===== config.mk =====
export PLATFORM = sky130hd
export DESIGN_NAME = led_matrix_scan
export DESIGN_NICKNAME = d
export VERILOG_FILES = /design/src/rtl/led_matrix_scan.sv
export SDC_FILE = /design/constraint.sdc
export NUM_CORES = 1
export LEC_CHECK = 0
export CAP_MARGIN = 0
export CORE_MARGIN = 4
export CORE_UTILIZATION = 57
export DETAILED_ROUTE_END_ITERATION = 10
export DONT_BUFFER_PORTS = 1
export PLACE_DENSITY = 0.75
export SLEW_MARGIN = 20
export SYNTH_ARGS = -nofsm -noshare
export SYNTH_HDL_FRONTEND = slang
export SYNTH_SLANG_ARGS = --single-unit

===== constraint.sdc =====
create_clock -name clk -period 2.95 [get_ports clk]
set_input_delay 0.59 -clock clk [delete_from_list [all_inputs] [get_ports clk]]
set_output_delay 0.59 -clock clk [all_outputs]
set_load 0.02 [all_outputs]

===== src/rtl/led_matrix_scan.sv =====
// Row-scanned 16x16 LED matrix driver: double-buffered frame, serial column shift into a
// 74HC595 chain, latch, then hold the row lit while a 4-to-16 decoder selects it.
module led_matrix_scan #(
  parameter int CLK_DIV  = 4,
  parameter int ROW_HOLD = 2000
) (
  input  logic         clk,
  input  logic         rst_n,
  input  logic [255:0] frame_in,
  input  logic         frame_valid,
  output logic         ser,
  output logic         srclk,
  output logic         rclk,
  output logic [3:0]   row_sel,
  output logic         oe_n,
  output logic         frame_done
);

  // One shared counter covers a full srclk period, the latch pulse and the row hold.
  localparam int CNT_TOP = (2 * CLK_DIV > ROW_HOLD) ? 2 * CLK_DIV : ROW_HOLD;
  localparam int CW      = $clog2(CNT_TOP);
  localparam logic [CW-1:0] SHIFT_LAST = CW'(2 * CLK_DIV - 1);
  localparam logic [CW-1:0] HI_START   = CW'(CLK_DIV);
  localparam logic [CW-1:0] LATCH_LAST = CW'(CLK_DIV - 1);
  localparam logic [CW-1:0] HOLD_LAST  = CW'(ROW_HOLD - 1);

  typedef enum logic [1:0] {LOAD, SHIFT, LATCH, HOLD} state_t;

  state_t         state_reg, state_next;
  logic [CW-1:0]  cnt_reg, cnt_next;
  logic [3:0]     bit_reg, bit_next;
  logic [3:0]     row_reg, row_next;
  logic [15:0]    sh_reg, sh_next;
  logic [255:0]   pend_reg, disp_reg;
  logic           pend_flag_reg;
  logic           swap;
  logic [15:0]    pend_rows [16];
  logic [15:0]    disp_rows [16];

  logic           ser_next, srclk_next, rclk_next, oe_n_next, frame_done_next;
  logic [3:0]     row_sel_next;

  genvar gi;
  generate
    for (gi = 0; gi < 16; gi++) begin : g_rows
      assign pend_rows[gi] = pend_reg[255 - 16 * gi -: 16];
      assign disp_rows[gi] = disp_reg[255 - 16 * gi -: 16];
    end
  endgenerate

  // Frames swap in only at the start of row 0, so a displayed frame never tears.
  assign swap = (state_reg == LOAD) && (row_reg == 4'd0) && pend_flag_reg;

  always_ff @(posedge clk or negedge rst_n) begin
    if (!rst_n) begin
      pend_reg      <= '0;
      disp_reg      <= '0;
      pend_flag_reg <= 1'b0;
    end else begin
      if (frame_valid) pend_reg <= frame_in;
      if (swap) disp_reg <= pend_reg;
      if (frame_valid) pend_flag_reg <= 1'b1;
      else if (swap)   pend_flag_reg <= 1'b0;
    end
  end

  always_ff @(posedge clk or negedge rst_n) begin
    if (!rst_n) begin
      state_reg <= LOAD;
      cnt_reg   <= '0;
      bit_reg   <= 4'd15;
      row_reg   <= 4'd0;
      sh_reg    <= '0;
    end else begin
      state_reg <= state_next;
      cnt_reg   <= cnt_next;
      bit_reg   <= bit_next;
      row_reg   <= row_next;
      sh_reg    <= sh_next;
    end
  end

  always_comb begin
    state_next = state_reg;
    cnt_next   = cnt_reg;
    bit_next   = bit_reg;
    row_next   = row_reg;
    sh_next    = sh_reg;
    case (state_reg)
      LOAD: begin
        state_next = SHIFT;
        cnt_next   = '0;
        bit_next   = 4'd15;
        sh_next    = swap ? pend_rows[row_reg] : disp_rows[row_reg];
      end
      SHIFT: begin
        if (cnt_reg == SHIFT_LAST) begin
          cnt_next = '0;
          if (bit_reg == 4'd0) state_next = LATCH;
          else                 bit_next   = bit_reg - 4'd1;
        end else begin
          cnt_next = cnt_reg + 1'b1;
        end
      end
      LATCH: begin
        if (cnt_reg == LATCH_LAST) begin
          state_next = HOLD;
          cnt_next   = '0;
        end else begin
          cnt_next = cnt_reg + 1'b1;
        end
      end
      default: begin
        if (cnt_reg == HOLD_LAST) begin
          state_next = LOAD;
          cnt_next   = '0;
          row_next   = row_reg + 4'd1;
        end else begin
          cnt_next = cnt_reg + 1'b1;
        end
      end
    endcase
  end

  // Outputs are decoded from the next state so the registered pins line up with the state.
  always_comb begin
    ser_next        = ser;
    srclk_next      = 1'b0;
    rclk_next       = 1'b0;
    row_sel_next    = row_sel;
    oe_n_next       = 1'b0;
    frame_done_next = 1'b0;
    case (state_next)
      SHIFT: begin
        ser_next   = sh_next[bit_next];
        srclk_next = (cnt_next >= HI_START);
      end
      LATCH: begin
        rclk_next    = 1'b1;
        oe_n_next    = 1'b1;
        row_sel_next = row_next;
      end
      HOLD: frame_done_next = (cnt_next == HOLD_LAST) && (row_next == 4'd15);
      default: ;
    endcase
  end

  always_ff @(posedge clk or negedge rst_n) begin
    if (!rst_n) begin
      ser        <= 1'b0;
      srclk      <= 1'b0;
      rclk       <= 1'b0;
      row_sel    <= 4'd0;
      oe_n       <= 1'b1;
      frame_done <= 1'b0;
    end else begin
      ser        <= ser_next;
      srclk      <= srclk_next;
      rclk       <= rclk_next;
      row_sel    <= row_sel_next;
      oe_n       <= oe_n_next;
      frame_done <= frame_done_next;
    end
  end

endmodule


==> run summary <==
The share of the Yosys chip area taken by registers is 57.8%. Clock tree synthesis selected as its root buffer the cell sky130_fd_sc_hd__clkbuf_16. The overall global routing resource usage is 25.7%.

The vertical die dimension is 214 um. The final HPWL from detailed placement is 39.3 mm, and the post-detailed-route wirelength per cell is 22.1 um. The number of nets in the final layout is 2337. Cell internal power was estimated by the tool at 13.3 mW. The number of nets handed over by synthesis was 2372. The top cell type by area accounts for 57.2% of the synthesized area. Area added between synthesis and finish: 11.0%. Ranked by instance count, the synthesized netlist is headed by sky130_fd_sc_hd__nand2_1, sky130_fd_sc_hd__dfrtp_1, sky130_fd_sc_hd__mux2_2.

The worst slack on hold paths is -0.334 ns. Setup repair after global routing left no endpoint under its margin. Counting tap cells, the placed design contains a total of 2552 instances. The pre-CTS setup slack came out at 0.402 ns. Summing every instance area after synthesis gives 24200 sq um. In this run the mean area of a mapped cell was 11.5 sq um. The standard cell core area is 41900 sq um, and the total die area is 45900 sq um. For this design the ratio of total power to cell area is 633 nW/um^2. Cells fill 64.1% of the core in the end. The placer's final routability congestion estimate was 0.842; the minimum clock period was 2.60 ns. The critical path in this run is classified as register to register.

For this design the top-level I/O count stands at 268. The leakage component of the power is 12.6 nW, and the number of fill cells is 3116. The logs give 545 for the count of final hold-check violations and 27 for the number of antenna violations at the first check in global routing.

The dominant cell type by area after synthesis is sky130_fd_sc_hd__dfrtp_1. For the number of levels the H-tree was split into, the log shows 2. Count of vias placed by the detailed router: 15700. The maximum net fanout on the critical path is 10, and the headroom to the max-slew limit is -0.684%.

Counting every sink on the clock net gives 559. Dominant synthesized flop cell: sky130_fd_sc_hd__dfrtp_1. Number of remaining DRC errors: 0. Row generation in the floorplan step produced 75 rows. During synthesis, Yosys emitted a total of 0 warnings. Setup violations remaining at the end of the flow were counted as 0. The tools report the sort of element at the end of the critical path as a register.

The worst clock skew was 0.0222 ns. In this run the post-CTS setup repair buffer count came out at 0. The final critical path takes up 88.0% of the cycle. The design draws 17.0 mW. The number of flops mapped to enable cells by yosys came out at 0. In this run switching power makes up 21.8% of total power. Synthesis instantiated 61 different standard cells from the library. Clock latency on the worst-skew pair, taken at its later pin, is 0.63 ns. The checks that failed: hold timing, slew limit.

The tools report the wire length reported by the detailed router as 59.1 mm. At the pin with the least slew margin, the transition time is 1.51 ns. The flow ran to the end, but the final reports show violations.

Using the TritonRoute via totals, the vias-per-cell ratio works out to 5.87. The first global-routing pass estimated 93.7 mm of wire. For the number of global-route vias before repair, the log shows 16300. Counting flops and latches in the post-synthesis netlist gives 559.

The violation count after the first detailed-routing iteration was 1272. After synthesis, the cell types taking the most area are sky130_fd_sc_hd__dfrtp_1, sky130_fd_sc_hd__nand2_1, sky130_fd_sc_hd__mux2_2. Summed over all failing endpoints, the final setup total negative slack is 0 ns. In this run the tool buffered the top-level ports with 0 buffer cells. Entering global routing, the biggest net connects 560 pins.

The floorplan step set the die width to 214 um. TritonCTS built the clock tree. For the worst-case setup margin in the final layout, the log shows 0.353 ns. Library cell with the highest instance count after synthesis: sky130_fd_sc_hd__nand2_1. Of the cells placed in the final design, the portion with a size suffix greater than 1 is 24.3%. The path class of the tightest hold or removal check is primary input to asynchronous set/reset pin. Clock-pin slew was measured on the worst setup and hold paths at 0.06 ns. Of the total power, the clock network draws 45.9%. Derived from the worst setup path, the maximum achievable clock frequency is 385 MHz.

Combinational cells account for 4.2% of the total power. The number of standard cells after synthesis came out at 2108. The first detailed-routing pass took 6 iterations. The final count of pins violating max slew was 28; the final instance area was 26900 sq um. Counting the buffers created by CTS gives 58. Across the run, the number of max-cap violations was 0.

Sequential share of power: 50.0%. The post-CTS resize count was 0. Counting along the longest clock path gives a buffer depth of 3. The kind of start point of the critical path was a register. The required time of the worst setup path is 3.45 ns. The aggregate global routing overflow was 0; the area after detailed placement was 24800 sq um. The share of flip-flops with an asynchronous set or reset after synthesis is 100%. Once detail routing completed, the nets flagged for antenna violations numbered 0. The worst-case IR drop observed on VDD is 0.485 mV. The analysis attributes to net switching a power of 3.71 mW. Data arrives at the worst endpoint at 3.09 ns. The initial standard-cell utilization of the core was 57.8%; the non-filler instance count after layout was 2679.
-- cell usage in the layout, fill, tap and decap left out, drive strengths merged, types with 3 or more instances in the layout --
cell type	n
nor3	11
nand4	8
nor4	7
mux2i	15
nand3	14
bufinv	8
mux2	260
o22ai	5
clkbuf	76
xnor2	9
buf	40
and2	5
nand2	817
ha	5
a31oi	5
dfstp	5
mux4	93
a41oi	3
and3	7
nor2b	3
clkinvlp	6
nor2	35
o21ai	31
xor2	4
o221ai	9
diode	19
o2111ai	3
a21oi	12
clkinv	17
inv	14
a221oi	3
dfrtp	554
or2	5
-- routing by layer --
metal  wire [um]  GRT usage [%]  up-vias
met3        3790           6.76      111
met5         160              0        -
met2       28700           41.0      420
li1            -              -     7067
met1       25000           35.6     8119
met4        1430           7.48       22
-- power by group through the flow --
stage          sequential, mW  clock [mW]  combinational (mW)
2_1_floorplan            8.50           0               0.650
3_3_place_gp             8.60           0               0.672
3_5_place_dp             8.63           0               0.705
4_1_cts                  8.49        7.92               0.713
5_1_grt                  8.55        8.27               0.781
6_report                 8.50        7.80               0.708
-- cells by family after synthesis --
logic type,synth area share (%)
buf+inv,2.44
fa+ha+maj,0.258
xor+xnor,0.470
mux,21.4
flops,57.8
compound gates,2.55
simple gates,15.2
-- critical path: stages (launching register included) --
cell and delay [ns]:
sky130_fd_sc_hd__dfrtp_1 0.49, sky130_fd_sc_hd__or4_4 0.61, sky130_fd_sc_hd__nor4_1 0.35, sky130_fd_sc_hd__nor3_1 0.08
sky130_fd_sc_hd__a41oi_1 0.55, sky130_fd_sc_hd__mux2_2 0.40
-- layout make-up --
| cell class | instances | area [sq um] | area share, % |
|---|---|---|---|
| antenna | 19 | 47.5 | 0.177 |
| clock buffer | 76 | 1650 | 6.13 |
| clock inverter | 32 | 427 | 1.59 |
| inverter | 13 | 48.8 | 0.181 |
| multi-input combinational | 1401 | 9640 | 35.9 |
| sequential | 559 | 14000 | 52.1 |
| tap | 539 | 674 | 2.51 |
| timing repair buffer | 40 | 400 | 1.49 |
-- worst paths after layout --
kind,depth (start not counted),end,startpoint,slack (ns)
max reg2reg,5,row_sel[0]$_DFFE_PN0P_,cnt_reg[5]$_DFF_PN0_,0.35
min,0,pend_reg[195]$_DFFE_PN0P_,rst_n,-0.33
min in group clk,1,pend_reg[116]$_DFFE_PN0P_,frame_in[116],0.10
max in group asynchronous,0,pend_reg[163]$_DFFE_PN0P_,rst_n,2.07
max,5,row_sel[0]$_DFFE_PN0P_,cnt_reg[5]$_DFF_PN0_,0.35
min reg2reg,2,disp_reg[88]$_DFFE_PN0P_,pend_reg[88]$_DFFE_PN0P_,0.45
No activity file was read; power rests on OpenSTA's default activity.
